## src/rtl/debug_instr_encoder.sv

```systemverilog
// debug_instr_encoder: expands high-level debug commands into MIPS32
// instruction words that are fed into the fetch path in debug mode.
// Optional build macro: DEBUG_ENC_SYNC_EN appends a SYNC word to the
// MEMWRITE and MTC0 sequences.
module debug_instr_encoder #(
  parameter int SCRATCH_REG = 27
) (
  input  logic        clock,
  input  logic        reset,
  input  logic        cmd_valid,
  output logic        cmd_ready,
  input  logic [2:0]  cmd_op,
  input  logic [4:0]  cmd_reg,
  input  logic [4:0]  cmd_cp0,
  input  logic [31:0] cmd_data,
  output logic        cmd_err,
  output logic        instr_valid,
  input  logic        instr_ready,
  output logic [31:0] instr,
  output logic        instr_last,
  output logic        busy
);

  localparam logic [4:0] S_REG = 5'(SCRATCH_REG);

  localparam logic [2:0] OP_LOADIMM  = 3'd0;
  localparam logic [2:0] OP_MEMREAD  = 3'd1;
  localparam logic [2:0] OP_MEMWRITE = 3'd2;
  localparam logic [2:0] OP_MTC0     = 3'd3;
  localparam logic [2:0] OP_MFC0     = 3'd4;
  localparam logic [2:0] OP_NOP      = 3'd5;
  localparam logic [2:0] OP_JUMP     = 3'd6;

  localparam logic [31:0] W_SYNC = 32'h0000_000F;

  typedef enum logic {ST_IDLE, ST_EMIT} state_t;

  state_t      r_state;
  state_t      w_state_next;
  logic [2:0]  r_op;
  logic [4:0]  r_reg;
  logic [4:0]  r_cp0;
  logic [31:0] r_data;
  logic [1:0]  r_idx;
  logic [1:0]  r_last_idx;
  logic        r_err;

  logic        w_accept;
  logic        w_illegal;
  logic [1:0]  w_in_last_idx;
  logic [15:0] w_hi_adj;
  logic [31:0] w_word;
  logic        w_is_last;

  assign w_accept  = (r_state == ST_IDLE) && cmd_valid;
  assign w_is_last = (r_idx == r_last_idx);
  // Upper half pre-compensated for the sign extension of the low offset.
  assign w_hi_adj  = r_data[31:16] + {15'd0, r_data[15]};

  // Classify the incoming command: legality and index of its final word.
  always_comb begin
    w_illegal     = (cmd_op == 3'd7) || ((cmd_op == OP_MEMWRITE) && (cmd_reg == S_REG));
    w_in_last_idx = 2'd0;
    case (cmd_op)
      OP_LOADIMM: w_in_last_idx = (cmd_data[31:16] == 16'd0) ? 2'd0 : 2'd1;
      OP_MEMREAD: w_in_last_idx = 2'd1;
`ifdef DEBUG_ENC_SYNC_EN
      OP_MEMWRITE: w_in_last_idx = 2'd2;
      OP_MTC0:     w_in_last_idx = 2'd1;
`else
      OP_MEMWRITE: w_in_last_idx = 2'd1;
      OP_MTC0:     w_in_last_idx = 2'd0;
`endif
      OP_JUMP:    w_in_last_idx = 2'd3;
      default:    w_in_last_idx = 2'd0;
    endcase
  end

  // Encode the word selected by the latched command and the word index.
  always_comb begin
    w_word = 32'd0;
    case (r_op)
      OP_LOADIMM: begin
        if (r_last_idx == 2'd0)
          w_word = {6'h0D, 5'd0, r_reg, r_data[15:0]};
        else if (r_idx == 2'd0)
          w_word = {6'h0F, 5'd0, r_reg, r_data[31:16]};
        else
          w_word = {6'h0D, r_reg, r_reg, r_data[15:0]};
      end
      OP_MEMREAD: begin
        if (r_idx == 2'd0) w_word = {6'h0F, 5'd0, S_REG, w_hi_adj};
        else               w_word = {6'h23, S_REG, r_reg, r_data[15:0]};
      end
      OP_MEMWRITE: begin
        if (r_idx == 2'd0)      w_word = {6'h0F, 5'd0, S_REG, w_hi_adj};
        else if (r_idx == 2'd1) w_word = {6'h2B, S_REG, r_reg, r_data[15:0]};
        else                    w_word = W_SYNC;
      end
      OP_MTC0: begin
        if (r_idx == 2'd0) w_word = {6'h10, 5'b00100, r_reg, r_cp0, 11'd0};
        else               w_word = W_SYNC;
      end
      OP_MFC0: w_word = {6'h10, 5'b00000, r_reg, r_cp0, 11'd0};
      OP_NOP:  w_word = 32'd0;
      OP_JUMP: begin
        case (r_idx)
          2'd0:    w_word = {6'h0F, 5'd0, S_REG, r_data[31:16]};
          2'd1:    w_word = {6'h0D, S_REG, S_REG, r_data[15:0]};
          2'd2:    w_word = {6'h00, S_REG, 15'd0, 6'h08};
          default: w_word = 32'd0;
        endcase
      end
      default: w_word = 32'd0;
    endcase
  end

  // Next-state logic: accept a legal command, return to idle after last handshake.
  always_comb begin
    w_state_next = r_state;
    case (r_state)
      ST_IDLE: if (cmd_valid && !w_illegal) w_state_next = ST_EMIT;
      ST_EMIT: if (instr_ready && w_is_last) w_state_next = ST_IDLE;
      default: w_state_next = ST_IDLE;
    endcase
  end

  // State, command latch, word index and error pulse registers.
  always_ff @(posedge clock) begin
    if (reset) begin
      r_state    <= ST_IDLE;
      r_op       <= OP_NOP;
      r_reg      <= 5'd0;
      r_cp0      <= 5'd0;
      r_data     <= 32'd0;
      r_idx      <= 2'd0;
      r_last_idx <= 2'd0;
      r_err      <= 1'b0;
    end else begin
      r_state <= w_state_next;
      r_err   <= w_accept && w_illegal;
      if (w_accept) begin
        r_op       <= cmd_op;
        r_reg      <= cmd_reg;
        r_cp0      <= cmd_cp0;
        r_data     <= cmd_data;
        r_idx      <= 2'd0;
        r_last_idx <= w_in_last_idx;
      end else if ((r_state == ST_EMIT) && instr_ready) begin
        r_idx <= r_idx + 2'd1;
      end
    end
  end

  assign cmd_ready   = (r_state == ST_IDLE);
  assign instr_valid = (r_state == ST_EMIT);
  assign busy        = (r_state == ST_EMIT);
  assign instr       = instr_valid ? w_word : 32'd0;
  assign instr_last  = instr_valid && w_is_last;
  assign cmd_err     = r_err;

endmodule

```

## config.mk

```make
export PLATFORM = sky130hd
export DESIGN_NAME = debug_instr_encoder
export DESIGN_NICKNAME = d
export VERILOG_FILES = /design/src/rtl/debug_instr_encoder.sv
export SDC_FILE = /design/constraint.sdc
export NUM_CORES = 1
export LEC_CHECK = 0
export BUFFER_PORTS_ARGS = -buffer_cell sky130_fd_sc_hd__buf_2
export CAP_MARGIN = 0
export CORE_MARGIN = 2
export CORE_UTILIZATION = 48
export DETAILED_ROUTE_END_ITERATION = 10
export GPL_TIMING_DRIVEN = 0
export PLACE_DENSITY = 0.87
export SLEW_MARGIN = 10
export SYNTH_ARGS = -nofsm -noshare
export SYNTH_HDL_FRONTEND = slang
export SYNTH_SLANG_ARGS = --single-unit
```

## constraint.sdc

```tcl
create_clock -name clock -period 2.2 [get_ports clock]
set_input_delay 0.44 -clock clock [delete_from_list [all_inputs] [get_ports clock]]
set_output_delay 0.44 -clock clock [all_outputs]
set_load 0.1 [all_outputs]
```

==> summary.txt <==
Synth
  • Async set-or-reset flop fraction in the synthesized netlist: 0%
  • Post-synth EDFFs: 0
  • Top cells by area, synth: dfxtp_1, nand2_1, a21oi_1
  • Ys flop type: dfxtp_1
  • Seq cells post-synth: between 50 and 60
  • Cell taking the most area after synthesis: dfxtp_1
  • Syn Nets: 516
  • Synth Warn #: 0
  • Post-synth cell types: 57
  • Cell count after synthesis: 460
  • Syn Area/Cell: 7.06 um2
  • Share of the synthesized area in the top cell type: 31.5%
  • Seq/Total Area, Yosys: 31.5%
  • Synth Cell Area: between 0.003 and 0.004 mm2

Clocking
  • CTS tree: built
  • Sink Count: 51
  • Clock Tree Root: clkbuf_8
  • Inserted Clock Buffers: 5
  • Worst-path clk slew: 0.09 ns
  • Clk_lat worst skew: roughly 0.30 ns
  • # H-tree levels: 2
  • Max Root-Sink Buffers: 2

Run status
  • Status: finished with violations
  • Failing checks: negative setup slack

Setup path
  • Crit-path slowest cell: dfxtp_4
  • Crit-path max FO: 7
  • Worst setup EP type: output pin
  • Reg2reg start: busy
  • Worst EP arrival: 2.35 ns
  • Setup crit end: instr[1]
  • Worst r2r dst: r_reg[4]
  • Setup CP Type: reg -> out
  • CP max stage delay: approximately 0.38 ns
  • R2R Setup Slk: 0.42 ns
  • Crit start category: register
  • R2R depth: 6
  • Cells along the critical path: inv_4 -> ha_4 -> buf_8 -> buf_6 -> nor2_4 -> nor2_1 -> nor4b_4 -> o21ai_2 -> nand2_4 -> buf_12
  • CP Launch Point: r_idx[1]
  • Worst Path Required: 1.76 ns

Placed design
  • IO Port Bufs: 84
  • Final HPWL DP: 8270 um
  • Post-place setup slack: -0.853 ns
  • GPL Wtd Cong: ~0.94

STA
  • Measured slew at the worst slew-check pin: about 0.6 ns
  • Clock Skews: 0.00712 ns
  • Final setup vio count: 30
  • Tcrit/Tclk final: 127%
  • Maximum clock rate: 359 MHz
  • Final Worst Setup Slack: -0.585 ns
  • Max-Slew Margin vs Limit: 58.9%
  • Final Hold Viols: 0
  • Min cycle time layout: around 2.8 ns
  • Min Hold Slack: 0.362 ns
  • RSZ-0062 raised after global routing: yes
  • Max Transition Viols Final: 0

Floorplanning
  • I/O pins: 86
  • Chip height: 86.2 um
  • CORE AREA: 0.00646 mm2
  • Die area: 0.00744 mm2
  • Starting Density: approximately half
  • Die X: 86.2 um
  • Cell Rows: 29

GRT
  • Largest net degree at the start of global routing: 15
  • Met1 Track Usage GR: 41.3%
  • GR Util met3: 4.19%
  • Total grt overflow: 0
  • Total track usage: 32.5%
  • Initial antenna violation count: 0
  • First-pass GRT wire length: 19,200 um
  • Vias in the first global route: 3,857
  • Met2 Resource Use GR: 54.5%
  • GR peak layer: met2

Power
  • VDD IR max: between 300 and 400 uV
  • Pwr per Cell Area: between 400 and 500 mW/mm2
  • Leakage Power: slightly above 0.002 uW

Job
  • Max-Cap Viols: 0

Route
  • DR WL/cell: ~22 um
  • Vias: 4,175
  • Routed Antenna Nets: 0
  • DRC viols: 0
  • Initial DRC count: 421
  • WL final: approximately 14,000 um
  • Vias per cell: 6.39
  • Pre-antenna DRT Iters: 6

Finish
  • Share of cells above drive strength 1: 43.6%
  • Area delta synth->final: 67.7%
  • Area of the multi-input gates: 0.00283 mm2
  • Max FFs per register: 32
  • Filler cell count: ~350
  • Ant. Diodes: 0
  • Commonest non-fill, non-tap cells in the layout: nand2_1, buf_2, a21oi_1, dfxtp_1, buf_12
  • Fin nets: between 600 and 700
  • Storage cell area: 0.00105 mm2
  • Commonest non-fill, non-tap cell in the layout: nand2_1

Hold path
  • Worst Hold Class: in -> reg
worst min-delay path by stage:
stage | endpoint | slack (ns) | cells after the start | start
floorplan | r_cp0[0] | 0.44 | 2 | r_cp0[0]
global placement | r_cp0[4] | 0.44 | 2 | r_cp0[4]
detailed placement | r_cp0[0] | 0.45 | 2 | r_cp0[0]
CTS | r_data[15] | 0.36 | 3 | cmd_data[15]
global route | r_data[12] | 0.37 | 3 | cmd_data[12]
finish | r_data[15] | 0.36 | 3 | cmd_data[15]
routing by layer:
layer / routed length [um] / up-vias / part of all wire, %
met5: 0 / - / 0
met4: 769 / 0 / 5.5
met3: 1190 / 73 / 8.4
met2: 7010 / 282 / 50
met1: 5120 / 1956 / 36
li1: - / 1864 / -
critical path, delay by kind of cell (launching register included):
family          cells  cell delay, ns
simple gates        4            0.81
buf+inv             4            0.53
flops               1            0.38
compound gates      1            0.14
fa+ha+maj           1            0.17
timing repair:
| action | 4_1_cts | 5_1_grt |
|---|---|---|
| gates cloned | 0 | 0 |
| pin swaps | 31 | 33 |
| setup buffers | 17 | 9 |
| hold buffers | 0 | 0 |
| setup endpoints to repair | 32 | 32 |
| gates resized for setup | 166 | 62 |
cells in the mapped netlist, types with 5 or more instances:
master	n
nor4_1	6
o21ai_0	12
ha_1	7
o22ai_1	7
dfxtp_1	51
a21oi_1	71
nor2_1	32
and3_1	6
o2bb2ai_1	6
inv_1	7
nor3_1	11
nand4_1	7
buf_2	7
nand2_1	119
nand3b_1	5
clkbuf_1	18
nand3_1	6
nand2b_1	11
power breakdown:
part | switching [uW] | internal [uW] | total (uW)
Clock | 293 | 247 | 540
Combinational | 539 | 289 | 829
Sequential | 80.3 | 979 | 1060
layout make-up:
type | count | area share [%]
buffer | 32 | 4.25
timing repair buffer | 109 | 20.4
inverter | 7 | 0.736
tap | 77 | 1.77
multi-input combinational | 370 | 52.0
clock inverter | 1 | 0.0920
sequential | 51 | 19.2
clock buffer | 6 | 1.52
cell families after synthesis:
family          share of synthesized area, %
fa+ha+maj                               2.70
simple gates                            31.6
compound gates                          26.5
xor+xnor                                2.16
buf+inv                                 5.59
flops                                   31.5
per-stage QoR:
stage | TNS (ns) | area (um2) | utilization [%] | instances | total power (uW)
after floorplan | -1.96 | 3780 | - | 460 | 1530
after global placement | -7.63 | 4300 | 66.6 | 621 | 1690
after detailed placement | -7.66 | 4300 | 66.6 | 621 | 1700
after CTS | -8.10 | 5110 | 79.2 | 644 | 2310
after global routing | -12.93 | 5440 | 84.3 | 653 | 2520
final | -11.50 | 5440 | 84.3 | 653 | 2430
Power figures use the tool's default switching activity.
